--- src/rtl/exibe_sequencia_pkg.sv ---
// exibe_sequencia: shared state encodings and timer sizing.
// Build option: EXIBE_DEBUG_EN exposes state/timer debug outputs.
package exibe_sequencia_pkg;

  typedef enum logic [2:0] {
    OCIOSO  = 3'd0,
    CARREGA = 3'd1,
    ACENDE  = 3'd2,
    APAGA   = 3'd3,
    PROXIMO = 3'd4,
    FIM     = 3'd5
  } estado_t;

  localparam int ON_CYCLES_PADRAO  = 4;
  localparam int OFF_CYCLES_PADRAO = 2;

  function automatic int tempo_w(input int on_c, input int off_c);
    return $clog2(on_c > off_c ? on_c : off_c) + 1;
  endfunction

  localparam int TEMPO_W =
    tempo_w(ON_CYCLES_PADRAO, OFF_CYCLES_PADRAO);

endpackage

--- src/rtl/exibe_sequencia_if.sv ---
// exibe_sequencia: request, memory and LED bundle.
// Build option: EXIBE_DEBUG_EN (debug ports live on the top).
interface exibe_sequencia_if #(
  parameter int ADDR_W = 4,
  parameter int DATA_W = 4
);
  logic              iniciar;
  logic              cancela;
  logic [ADDR_W-1:0] limite;
  logic [ADDR_W-1:0] mem_addr;
  logic [DATA_W-1:0] mem_data;
  logic [DATA_W-1:0] leds;
  logic              ocupado;
  logic              fim;

  modport master (
    output iniciar, cancela, limite, mem_data,
    input  mem_addr, leds, ocupado, fim
  );

  modport slave (
    input  iniciar, cancela, limite, mem_data,
    output mem_addr, leds, ocupado, fim
  );
endinterface

--- src/rtl/exibe_sequencia_contador_tempo.sv ---
// contador_tempo: loadable down-counter for ON/OFF periods.
// Build option: EXIBE_DEBUG_EN exposes the count value.
module contador_tempo #(
  parameter int W = 3
) (
  input  logic         clock,
  input  logic         reset_n,
  input  logic         load,
  input  logic [W-1:0] valor,
`ifdef EXIBE_DEBUG_EN
  output logic [W-1:0] tempo,
`endif
  output logic         zero
);
  logic [W-1:0] cnt;

  always_ff @(posedge clock or negedge reset_n) begin
    if (!reset_n)
      cnt <= '0;
    else if (load)
      cnt <= valor;
    else if (cnt != '0)
      cnt <= cnt - 1'b1;
  end

  // zero flags the final cycle of the loaded period
  assign zero = (cnt <= W'(1));

`ifdef EXIBE_DEBUG_EN
  assign tempo = cnt;
`endif
endmodule

--- src/rtl/exibe_sequencia.sv ---
// exibe_sequencia: plays the stored sequence 0..limite on the LEDs.
// Build option: EXIBE_DEBUG_EN adds db_estado / db_tempo outputs.
module exibe_sequencia
  import exibe_sequencia_pkg::*;
#(
  parameter int ADDR_W     = 4,
  parameter int DATA_W     = 4,
  parameter int ON_CYCLES  = ON_CYCLES_PADRAO,
  parameter int OFF_CYCLES = OFF_CYCLES_PADRAO
) (
  input logic clock,
  input logic reset_n,
  exibe_sequencia_if.slave bus
`ifdef EXIBE_DEBUG_EN
  ,
  output logic [3:0] db_estado,
  output logic [tempo_w(ON_CYCLES, OFF_CYCLES)-1:0] db_tempo
`endif
);
  localparam int TW = tempo_w(ON_CYCLES, OFF_CYCLES);

  estado_t           estado, estado_n;
  logic [ADDR_W-1:0] addr, addr_n;
  logic [ADDR_W-1:0] lim, lim_n;
  logic [DATA_W-1:0] leds, leds_n;
  logic              carga;
  logic [TW-1:0]     valor;
  logic              zero;

  contador_tempo #(.W(TW)) u_tempo (
    .clock   (clock),
    .reset_n (reset_n),
    .load    (carga),
    .valor   (valor),
`ifdef EXIBE_DEBUG_EN
    .tempo   (db_tempo),
`endif
    .zero    (zero)
  );

  always_ff @(posedge clock or negedge reset_n) begin
    if (!reset_n) begin
      estado <= OCIOSO;
      addr   <= '0;
      lim    <= '0;
      leds   <= '0;
    end else begin
      estado <= estado_n;
      addr   <= addr_n;
      lim    <= lim_n;
      leds   <= leds_n;
    end
  end

  always_comb begin
    estado_n = estado;
    addr_n   = addr;
    lim_n    = lim;
    leds_n   = leds;
    carga    = 1'b0;
    valor    = '0;
    if (bus.cancela) begin
      estado_n = OCIOSO;
      addr_n   = '0;
      leds_n   = '0;
    end else begin
      unique case (estado)
        OCIOSO: if (bus.iniciar) begin
          estado_n = CARREGA;
          addr_n   = '0;
          lim_n    = bus.limite;
        end
        CARREGA: begin
          leds_n   = bus.mem_data;
          carga    = 1'b1;
          valor    = TW'(ON_CYCLES);
          estado_n = ACENDE;
        end
        ACENDE: if (zero) begin
          leds_n   = '0;
          carga    = 1'b1;
          valor    = TW'(OFF_CYCLES);
          estado_n = APAGA;
        end
        APAGA: if (zero)
          estado_n = (addr == lim) ? FIM : PROXIMO;
        PROXIMO: begin
          addr_n   = addr + 1'b1;
          estado_n = CARREGA;
        end
        FIM:     estado_n = OCIOSO;
        default: estado_n = OCIOSO;
      endcase
    end
  end

  assign bus.mem_addr = addr;
  assign bus.leds     = leds;
  assign bus.ocupado  = (estado != OCIOSO);
  // an abort landing on the FIM cycle suppresses the pulse
  assign bus.fim      = (estado == FIM) && !bus.cancela;

`ifdef EXIBE_DEBUG_EN
  assign db_estado = {1'b0, estado};
`endif
endmodule

--- src/flat_wrapper.sv ---
// flat-port wrapper written by rule: the top's interface ports become plain ports
module exibe_sequencia_flat import exibe_sequencia_pkg::*;
#(
  parameter int ADDR_W     = 4,
  parameter int DATA_W     = 4,
  parameter int ON_CYCLES  = ON_CYCLES_PADRAO,
  parameter int OFF_CYCLES = OFF_CYCLES_PADRAO
)
  (clock, reset_n, bus_iniciar, bus_cancela, bus_limite, bus_mem_data, bus_mem_addr, bus_leds, bus_ocupado, bus_fim);
  exibe_sequencia_if #(.ADDR_W(ADDR_W), .DATA_W(DATA_W)) bus_i ();
  input logic clock;
  input logic reset_n;
  input wire logic [$bits(bus_i.iniciar)-1:0] bus_iniciar;
  input wire logic [$bits(bus_i.cancela)-1:0] bus_cancela;
  input wire logic [$bits(bus_i.limite)-1:0] bus_limite;
  input wire logic [$bits(bus_i.mem_data)-1:0] bus_mem_data;
  output wire logic [$bits(bus_i.mem_addr)-1:0] bus_mem_addr;
  output wire logic [$bits(bus_i.leds)-1:0] bus_leds;
  output wire logic [$bits(bus_i.ocupado)-1:0] bus_ocupado;
  output wire logic [$bits(bus_i.fim)-1:0] bus_fim;
  assign bus_i.iniciar = bus_iniciar;
  assign bus_i.cancela = bus_cancela;
  assign bus_i.limite = bus_limite;
  assign bus_i.mem_data = bus_mem_data;
  assign bus_mem_addr = bus_i.mem_addr;
  assign bus_leds = bus_i.leds;
  assign bus_ocupado = bus_i.ocupado;
  assign bus_fim = bus_i.fim;
  exibe_sequencia #(.ADDR_W(ADDR_W), .DATA_W(DATA_W), .ON_CYCLES(ON_CYCLES), .OFF_CYCLES(OFF_CYCLES)) u_core (.clock(clock), .reset_n(reset_n), .bus(bus_i));
endmodule
--- config.mk ---
export PLATFORM = sky130hd
export DESIGN_NAME = exibe_sequencia_flat
export DESIGN_NICKNAME = d
export VERILOG_FILES = /design/src/rtl/exibe_sequencia_pkg.sv /design/src/rtl/exibe_sequencia_if.sv /design/src/rtl/exibe_sequencia_contador_tempo.sv /design/src/rtl/exibe_sequencia.sv /design/src/flat_wrapper.sv
export SDC_FILE = /design/constraint.sdc
export NUM_CORES = 1
export LEC_CHECK = 0
export CORE_MARGIN = 2
export CORE_UTILIZATION = 40
export CTS_CLUSTER_DIAMETER = 100
export DETAILED_ROUTE_END_ITERATION = 8
export PLACE_DENSITY_LB_ADDON = 0.08
export SLEW_MARGIN = 20
export SYNTH_ARGS = -nofsm -noshare
export SYNTH_HDL_FRONTEND = slang
export SYNTH_SLANG_ARGS = --single-unit
export TNS_END_PERCENT = 10
--- constraint.sdc ---
create_clock -name clock -period 2.15 [get_ports clock]
set_clock_uncertainty 0.2 [all_clocks]
set_input_delay 0.3225 -clock clock [delete_from_list [all_inputs] [get_ports clock]]
set_output_delay 0.3225 -clock clock [all_outputs]
set_load 0.02 [all_outputs]
==> impl_metrics.ini <==
[run_status]
outcome = completed

[finish]
postLayoutCoreUtil_pct = 53.6
fillers = 241
layout.area.seq_um2 = 450
area_growth_syn_to_layout_pct = 25.8
final_common_cell = clkdlybuf4s50_1
final_layout_size_suffix_gt1_share_pct = 25.6
multi_input_area_um2 = 568
final_cell_mix = clkdlybuf4s50_1, dfrtp_1, nor2_1
antennaDiodeCount = 0
fin_area_um2 = 1350
fin_nets = 134

[critical_path]
worstPathCellList = buf_4, nor2_8, nand2_1, dlygate4sd2_1
endpoint_kind = output pin
regToRegSetupSlack_ns = 0.43
cp.buffers_inverters = 2
critical_path_required_ns = 1.63
slowest_stage = dfrtp_1
slowest_delay_ns = 0.42
r2r_start = u_core.u_tempo.cnt[1]
r2r-end = u_core.bus.leds[2]
startpoint = u_core.estado[0]
worst-path-max-fanout = 10
critPathArrivalTime_ns = 1.50
critPathTopFamily = buffers and inverters
worstSetupPathType = flop to output pin
r2r_cells = 6
cp-start-kind = flop

[placement]
dp.final_hpwl_um = 1680
post_dp_cell_area_um2 = 1320
port_buffers = 21
routabilityCongestion = 0.782

[die]
die_area_um2 = 3120
start_util_pct = 42.6
die_h_um = 55.8
dieWidth_um = 55.8
core_um2 = 2520
core.rowCount = 18
num_io_pins = 22

[global_route]
grt_pass1_wl_um = 3810
grt_max_degree = 19
grt_antenna_before_repair = 0
grt_usage_pct = 15.7
grt_pass1_vias = 841
overflow = 0

[power_and_ir_drop]
finalPower_uw = 1210
power.density_nw_per_um2 = 892
seqPwrFrac_pct = 39.8
switchingPower_uw = 440
peakVddDrop_uv = 537
p_clk_share_pct = 17.3
cell_internal_pwr_uw = 766
p_sw_share_pct = 36.5
power_leakage_uw = 0.000575
comb_power_share_pct = 42.8

[logic_synthesis]
ys.flop_type = dfrtp_1
yosysSeqAreaShare_pct = 41.9
synth-edff-count = 0
yosysTopAreaCell = dfrtp_1
yosys-top-cells-area = dfrtp_1, mux2_2, ha_1
yosys.area.top_type_share_pct = 41.9
async_flop_share_pct = 100
synth_cell_type_count = 40
postSynthAreaPerCell_um2 = 11.8
synth_seq_cells = 18
synth_nets = 107
yosysWarnings = 0
syn_inst = 91
synth_area_um2 = 1070

[hold_path]
hold_path_class = input pin to async pin

[sta]
layout_min_cycle_time_ns = 2.02
slew_headroom_pct = 81.9
fmax_ghz = 0.495
rsz0062_at_grt = false
final-max-slew-violation-count = 0
final-setup-viol-count = 0
worstMarginPinSlew_ns = 0.271
hold_viol = 0
min_period_over_period_pct = 94.0

[cts]
cts_buffers = 3
cts_tree = built
clock_latency_ns = 0.30
cts_max_level = 1
cts-root-to-sink-buffers = 2
ctsHoldBuffers = 0
cts.sinks = 18
clkSlewWorstSetupHoldPaths_ns = 0.11
cts_root_buf = clkbuf_4

[run]
max-cap-violations = 0

[detailed_routing]
route.detailed.drc = 0
post_drt_via_cell_ratio = 5.37
route.vias.total = 789
drt-initial-drc-count = 13
wl_per_cell_um = 14.8
wl_um = 2180
ant_nets = 0
drt_first_pass_iters = 3
==> synth_stat cells, types with 2 or more instances <==
cell and instances:
ha_1 4, nand3_1 3, inv_1 3, and3_1 2, buf_6 3, a22o_1 4, dfrtp_1 18, nor3_1 4
xnor2_1 5, a22oi_1 2, a21oi_1 2, nand2_1 2, mux2_2 6, nor2_1 7
==> metal layers <==
metal | wire, µm | share of wire, % | global-route usage (%)
met4 | 38 | 1.7 | 6.80
met1 | 1010 | 46 | 19.6
met2 | 1080 | 50 | 26.4
met5 | 0 | 0 | 0
met3 | 46 | 2.1 | 2.79
==> cell type report <==
| class | count | share of cell area [%] |
|---|---|---|
| Multi-Input combinational cell | 65 | 42.0 |
| Sequential cell | 18 | 33.3 |
| Timing Repair Buffer | 26 | 18.1 |
| Tap cell | 30 | 2.78 |
| Clock buffer | 4 | 2.68 |
| Inverter | 4 | 1.11 |
==> state kept, by name, indices dropped and copies added (netlist names) <==
name and flops:
u_core.estado 3, u_core.lim 4, u_core.bus.leds 4, u_core.bus.mem_addr 4, u_core.u_tempo.cnt 3
==> cell families after synthesis <==
group | count (synthesis) | share of synthesized area [%]
simple gates | 30 | 19.9
compound gates | 19 | 17.0
flops | 18 | 41.9
buf+inv | 8 | 5.24
mux | 7 | 7.22
xor+xnor | 5 | 4.07
fa+ha+maj | 4 | 4.66
==> stage by stage <==
stage	hold slack [ns]	setup slack, ns	TNS (ns)	instances
after floorplan	-0.173	0.515	0	91
after global placement	0.285	-0.0461	-0.0461	143
after detailed placement	0.289	-0.0305	-0.0305	143
after CTS	0.142	0.119	0	147
after global routing	0.163	0.0558	0	147
final	0.137	0.128	0	147
==> power by group through the flow <==
stage	registers [µW]	clock network (µW)	logic, µW
global placement	486	0	510
CTS	483	216	524
finish	481	209	517
floorplan	484	0	396
detailed placement	491	0	526
global route	496	230	591
==> how the worst max path moves through the flow <==
stage	end	slack [ns]	cells past startpoint
final	bus_ocupado	0.13	4
after global routing	bus_ocupado	0.06	4
after CTS	bus_ocupado	0.12	4
after detailed placement	bus_fim	-0.03	3
after global placement	bus_fim	-0.05	3
after floorplan	bus_fim	0.52	3
==> what timing repair did <==
action | 4_1_cts | 5_1_grt
setup endpoints to repair | 2 | 0
resized for setup | 2 | 0
endpoints found under the hold margin | 0 | 0
buffers inserted | 0 | 0
Note: power is estimated with default switching activity, not from simulation.
